`config.mk`:
```
export PLATFORM = sky130hd
export DESIGN_NAME = lcd_ctrl
export DESIGN_NICKNAME = d
export VERILOG_FILES = /design/src/rtl/lcd_ctrl.sv
export SDC_FILE = /design/constraint.sdc
export NUM_CORES = 1
export LEC_CHECK = 0
export CAP_MARGIN = 10
export CORE_MARGIN = 2
export CORE_UTILIZATION = 28
export DETAILED_ROUTE_END_ITERATION = 16
export PLACE_DENSITY_LB_ADDON = 0.15
export SLEW_MARGIN = 20
export SYNTH_ARGS = -nofsm -noshare
export SYNTH_HDL_FRONTEND = slang
export SYNTH_SLANG_ARGS = --single-unit
```
`constraint.sdc`:
```
create_clock -name clk_i -period 2.1 [get_ports clk_i]
set_input_delay 0.42 -clock clk_i [delete_from_list [all_inputs] [get_ports clk_i]]
set_output_delay 0.42 -clock clk_i [all_outputs]
set_load 0.05 [all_outputs]
```
`src/rtl/lcd_ctrl.sv`:
```
// HD44780-style LCD write/read strobe sequencer: latches a bus request, then
// walks setup, enable pulse, hold and command execution wait before going idle.
module lcd_ctrl #(
    parameter int SETUP_CYC     = 2,
    parameter int PULSE_CYC     = 12,
    parameter int HOLD_CYC      = 2,
    parameter int EXEC_CYC      = 2000,
    parameter int LONG_EXEC_CYC = 82000
) (
    input  logic        clk_i,
    input  logic        rst_ni,
    input  logic [31:0] io_lcd_i,
    output logic        lcd_on_o,
    output logic        lcd_en_o,
    output logic        lcd_rs_o,
    output logic        lcd_rw_o,
    output logic [7:0]  lcd_data_o,
    output logic        busy_o,
    output logic        drop_o
);

    localparam int CNT_W = ($clog2(LONG_EXEC_CYC + 1) > 17) ? $clog2(LONG_EXEC_CYC + 1) : 17;

    localparam logic [CNT_W-1:0] L_SETUP = CNT_W'(SETUP_CYC - 1);
    localparam logic [CNT_W-1:0] L_PULSE = CNT_W'(PULSE_CYC - 1);
    localparam logic [CNT_W-1:0] L_HOLD  = CNT_W'(HOLD_CYC - 1);
    localparam logic [CNT_W-1:0] L_EXEC  = CNT_W'(EXEC_CYC - 1);
    localparam logic [CNT_W-1:0] L_LONG  = CNT_W'(LONG_EXEC_CYC - 1);

    typedef enum logic [2:0] {
        S_IDLE,
        S_SETUP,
        S_PULSE,
        S_HOLD,
        S_EXEC
    } state_t;

    state_t           r_state;
    logic [CNT_W-1:0] r_cnt;
    logic             r_en_d;
    logic             r_arm;

    logic w_req;
    logic w_cnt_zero;
    logic w_long;
    logic w_unused_bits;

    // r_arm stays low until bit 10 has been seen low after reset, so a level
    // already high at reset release is not mistaken for a fresh rising edge.
    assign w_req         = io_lcd_i[10] & ~r_en_d & r_arm;
    assign w_cnt_zero    = (r_cnt == '0);
    assign w_long        = ~lcd_rs_o && (lcd_data_o inside {8'h01, 8'h02, 8'h03});
    assign w_unused_bits = ^io_lcd_i[30:11];

    always_ff @(posedge clk_i or negedge rst_ni) begin
        if (!rst_ni) begin
            r_state    <= S_IDLE;
            r_cnt      <= '0;
            r_en_d     <= 1'b0;
            r_arm      <= 1'b0;
            lcd_on_o   <= 1'b0;
            lcd_en_o   <= 1'b0;
            lcd_rs_o   <= 1'b0;
            lcd_rw_o   <= 1'b0;
            lcd_data_o <= '0;
            busy_o     <= 1'b0;
            drop_o     <= 1'b0;
        end else begin
            r_en_d   <= io_lcd_i[10];
            r_arm    <= r_arm | ~io_lcd_i[10];
            lcd_on_o <= io_lcd_i[31];
            drop_o   <= w_req && (r_state != S_IDLE);

            case (r_state)
                S_IDLE: begin
                    if (w_req) begin
                        lcd_rs_o   <= io_lcd_i[9];
                        lcd_rw_o   <= io_lcd_i[8];
                        lcd_data_o <= io_lcd_i[7:0];
                        r_cnt      <= L_SETUP;
                        r_state    <= S_SETUP;
                        busy_o     <= 1'b1;
                    end
                end
                S_SETUP: begin
                    if (w_cnt_zero) begin
                        r_cnt    <= L_PULSE;
                        r_state  <= S_PULSE;
                        lcd_en_o <= 1'b1;
                    end else begin
                        r_cnt <= r_cnt - 1'b1;
                    end
                end
                S_PULSE: begin
                    if (w_cnt_zero) begin
                        r_cnt    <= L_HOLD;
                        r_state  <= S_HOLD;
                        lcd_en_o <= 1'b0;
                    end else begin
                        r_cnt <= r_cnt - 1'b1;
                    end
                end
                S_HOLD: begin
                    if (w_cnt_zero) begin
                        r_cnt   <= w_long ? L_LONG : L_EXEC;
                        r_state <= S_EXEC;
                    end else begin
                        r_cnt <= r_cnt - 1'b1;
                    end
                end
                S_EXEC: begin
                    if (w_cnt_zero) begin
                        r_state <= S_IDLE;
                        busy_o  <= 1'b0;
                    end else begin
                        r_cnt <= r_cnt - 1'b1;
                    end
                end
                default: begin
                    r_state  <= S_IDLE;
                    r_cnt    <= '0;
                    lcd_en_o <= 1'b0;
                    busy_o   <= 1'b0;
                end
            endcase
        end
    end

endmodule

```
Word-level counts from Yosys, hierarchy flattened
Cells that the tools add are included.
W data, S select, Z words.
- bits in registers: 36
- input bits: 34
- output and inout bits: 14
- $add $sub $neg: 1
- equality and inequality tests: 13
- multiplexer cells: 18
- bitwise gates (word level): 8
- reduce and logical (&&, ||, !) cells: 13
- operators with widths (cell ; number):
    $mux W17 ; 6
    $pmux W17 S5 ; 1
    $logic_not A17 Y1 ; 1
    $sub A17 B1 Y17 const B ; 1
    $eq A8 B2 Y1 const B ; 2
    $mux W3 ; 5
    $pmux W3 S5 ; 1
    $ne A2 B2 Y1 const B ; 6
    $eq A8 B1 Y1 const B ; 1
    $eq A3 B2 Y1 const B ; 2
    $pmux W1 S3 ; 2
    $reduce_and A3 Y1 ; 2
    $reduce_bool A3 Y1 ; 2
    $reduce_or A3 Y1 ; 2
    $not A1 Y1 ; 5
    $reduce_and A5 Y1 ; 1
    $reduce_and A2 Y1 ; 2
    $eq A3 B1 Y1 const B ; 1
    $eq A3 B3 Y1 const B ; 1
    $logic_not A3 Y1 ; 1
    $mux W1 ; 3
    $and A1 B1 Y1 ; 2
    $logic_and A1 B1 Y1 ; 2
    $or A1 B1 Y1 ; 1

Longest topological paths before layout
- depth in word-level cells: 6
- depth in mapped cells: 9
- gate-level depth less buffers: 7

Worst setup path after synthesis
OpenSTA, ideal clock, no wires.
- path kind: register to register
- start point: register r_cnt[0]
- end point: register r_cnt[16]
- arrival: 2034 ps
- data required time: 1978 ps
- path slack: -56 ps
- cell stages (with the launch flop): 8
- buffers on the path: 0
- period minus slack after synthesis: 2156 ps
- cells stage by stage: dfrtp_1 > inv_1 > ha_1 > or4b_4 > or4_1 > o221a_1 > a21oi_1 > o2bb2ai_1
- word-level cells in the longest chain between the ends: 3
- ends and longest elaborated chain (item ; line ; text):
    start, declared ; 39 ; logic [CNT_W-1:0] r_cnt;
    start signal, assigned ; 91 ; r_cnt <= r_cnt - 1'b1;
    start signal, assigned ; 100 ; r_cnt <= r_cnt - 1'b1;
    start signal, assigned ; 105 ; r_cnt <= w_long ? L_LONG : L_EXEC;
    $sub A17 B1 Y17 or $logic_not A17 Y1 (tied branches) ; - ;
    $mux W17 (tied with other cells) ; 112 ; if (w_cnt_zero) begin
    $pmux W17 S5 or $reduce_and A2 Y1 (tied branches) ; - ;
Parallel ways exist; a longest one is shown, timed or not. The select of a mux whose other input is x is not followed.
A chain may end at the register's enable or synchronous reset.

Worst setup path after layout
- start point: register r_cnt[7]
- end point: register r_cnt[16]
The elaborated chain is that of the path after synthesis.

==> results.yml <==
worst_setup_path:
  cpPeakStageDelay_ns: 0.55
  crit_family: "simple AND/OR/NAND/NOR gates"
  arrival_ns: 2.20
  critPathCaptureType: "register"
  critPathMaxFanout: 4
  cp-start-kind: "register"
  required_ns: 2.28
  path_buf_inv: 0
  crit_chain: "or4_4, or4_4, o221a_1, a21oi_1, o2bb2ai_1"
  crit_cells: 5
  crit_type: "register to register"
  r2r_cells: 5
  crit_slowest_cell: "or4_4"
  cpMostUsedCell: "or4_4"
yosys:
  synth_area_sq_mm: 0.00208
  avgSynthCellArea_sq_um: 9.81
  synthDistinctLibCells: 56
  async_reset_ff_frac: 1.00
  synth_seq_cells: 36
  yosys_warnings: 0
  synth_edf_count: 0
  synth_nets: 247
  synthFlopType: "dfrtp_1"
  ys_seq_area_frac: 0.433
  synthCells: 212
power_and_ir_drop:
  power.internal_mw: 1.73
  p_leak_nw: 1.13
  power_density_mw_per_mm2: 1020
  combPwrFrac: 0.428
  switchingPower_mw: 1.15
  swShare: 0.399
  seqPwrFrac: 0.397
  ir_drop_v: 0.000229
  power_frac_clock: 0.175
timing:
  finalSetupViolations: 0
  fin_crit_sh: 0.962
  slew_viol_final: 0
  period_minus_slack_ns: 2.02
  max_freq_mhz: 495
  hold_viol_final: 0
  slew_headroom: 0.662
  hold-worst-slack_ns: 0.0779
  skew_ns: 0.00498
  rsz0062_at_grt: "true"
  tightest_slew_ns: 0.505
clock_tree:
  cts_buffers: 5
  cts.sinks: 36
  cts_max_level: 2
  clk_latency_ns: 0.29
  root_buffer: "clkbuf_8"
  cts.clk_slew.worst_paths_ns: 0.08
  cts_tree: "done"
  cts_hold_buffers: 0
  cts_buffer_depth: 2
cells_and_area:
  antenna_cells: 0
  area_delta_synth_final_pct: 35.5
  fillCellCount: 753
  multi_input_area_sq_mm: 0.00113
  finalNetCount: 307
  final_core_util: 0.391
  fin_cells: 372
  drive_above_1_share: 0.282
  ff_latch_area_sq_um: 902
placed_design:
  place_hpwl_um: 4030
  io_buffers: 27
  place_inst: 363
  gp_congestion: 0.832
floorplan:
  dieWidth_um: 90.2
  io_pins: 48
  rows: 31
  dieArea_sq_mm: 0.00814
  initial_utilization: 0.288
  fp.dieH_um: 90.2
  core_area_sq_mm: 0.00721
detailed_routing:
  drc: 0
  first_pass_iters: 4
  num_vias: 1847
  vias_per_cell: 4.97
  drt_first_iter_violations: 102
  totalWireLength_um: 5510
  drtAntennaViolNets: 0
  routedWlPerCell_um: 14.8
run_status:
  status: "completed"
grt:
  grt.total_usage: 0.140
  antenna_found_initial: 0
  grt_max_degree: 37
  grt_pass1_wl_um: 9140
  grt-ovfl-total: 0
  grt_pass1_vias: 1794
worst_hold_path:
  holdCritPathClass: "input pin to asynchronous set/reset pin"
job:
  cap_violations: 0
## path summary, 6_finish.rpt
path	startpoint	to	slack [ns]
max reg2reg	r_cnt[7]	r_cnt[16]	0.08
max in group asynchronous	rst_ni	r_cnt[13]	1.83
min in group clk_i	r_arm	r_arm	0.50
min reg2reg	r_arm	r_arm	0.50
min	rst_ni	lcd_rs_o	0.08
max	r_cnt[7]	r_cnt[16]	0.08
## logic make-up after synthesis
group / synth area share
buffers and inverters: 0.0499
multiplexers: 0.0589
XOR/XNOR: 0.0253
adder cells (fa/ha/maj): 0.00601
AND/OR/NAND/NOR: 0.226
AO/OA/AOI/OAI: 0.201
flip-flops: 0.433
## area by class of cell
class / count / share of cell area
clock buffers: 5 / 0.0244
clock inverters: 3 / 0.00666
inverters: 4 / 0.00533
multi-input cells: 162 / 0.401
flip-flops and latches: 36 / 0.320
well taps: 99 / 0.0439
repair buffers: 63 / 0.199
## registers in the layout (all words and copies together), names as in the netlist
name / flops
r_state: 3
r_cnt: 17
lcd_data_o: 8
drop_o: 1
r_arm: 1
lcd_en_o: 1
busy_o: 1
r_en_d: 1
lcd_rw_o: 1
lcd_rs_o: 1
lcd_on_o: 1
## stage by stage
step	setup WS (ns)	instance area [sq um]	setup TNS, ns	total power [mW]
2_1_floorplan	0.0755	2080	0	1.85
3_3_place_gp	-0.0808	2670	-0.154	2.31
3_5_place_dp	-0.0855	2670	-0.216	2.31
4_1_cts	0.00958	2760	0	2.84
5_1_grt	-0.0232	2820	-0.0725	3.08
6_report	0.0799	2820	0	2.88
## worst reg2reg max path, delay by kind of cell, from the launching register on
family	cells	cell delay, ns
simple gates	2	1.09
flops	1	0.41
compound gates	3	0.40
## per-layer routing
metal	up-vias	GRT usage	routed length, um
met4	0	0.0500	71
met3	6	0.0293	114
met2	19	0.220	2670
met1	901	0.191	2660
li1	921	-	-
met5	-	0	0
## power by group through the flow
stage	logic [mW]	clock network [mW]	registers (mW)
3_5_place_dp	1.17	0	1.14
6_report	1.23	0.504	1.14
5_1_grt	1.35	0.553	1.18
2_1_floorplan	0.598	0	1.25
4_1_cts	1.18	0.531	1.13
3_3_place_gp	1.18	0	1.14
## cells in the mapped netlist, types with 2 or more instances
library cell / number / area (sq um)
o21a_1: 2 / 15.0
and2_1: 2 / 12.5
dfrtp_1: 36 / 901
or4_1: 3 / 22.5
clkbuf_8: 5 / 68.8
nand4_1: 2 / 12.5
o2111ai_1: 3 / 26.3
nor3_1: 9 / 45.0
o2bb2ai_1: 3 / 26.3
clkbuf_1: 4 / 15.0
a211oi_1: 2 / 15.0
a22oi_1: 2 / 15.0
nand3b_1: 4 / 30.0
nor2b_1: 2 / 12.5
xor2_1: 4 / 35.0
mux2_2: 10 / 113
a21o_1: 3 / 22.5
nand2_1: 15 / 56.3
o31a_1: 2 / 17.5
xnor2_1: 2 / 17.5
nor2_1: 20 / 75.1
nor4_1: 6 / 37.5
inv_1: 4 / 15.0
o21ai_1: 3 / 15.0
o21ai_0: 19 / 95.1
a21oi_1: 11 / 55.1
nand2b_1: 2 / 12.5
nand3_1: 3 / 15.0
or3_2: 2 / 15.0
## cells in the final DEF, fill, tap and decap left out, types with 3 or more instances in the layout
cell	instances
nand3_1	3
o2bb2ai_1	3
xor2_1	4
a21o_1	3
dfrtp_1	35
clkbuf_8	5
nand2_1	15
nor3_1	8
nand3b_1	4
nor2_1	20
o2111ai_1	3
buf_4	34
o21ai_0	19
mux2_2	10
a21oi_1	11
clkdlybuf4s50_1	26
nor4_1	4
## repair_timing
action,4_1_cts,5_1_grt
endpoints found under the setup margin,6,12
hold endpoints to repair,0,0
resized for setup,2,13
buffers inserted,0,1
pin swaps,0,3
Note: power is estimated with default switching activity, not from simulation.
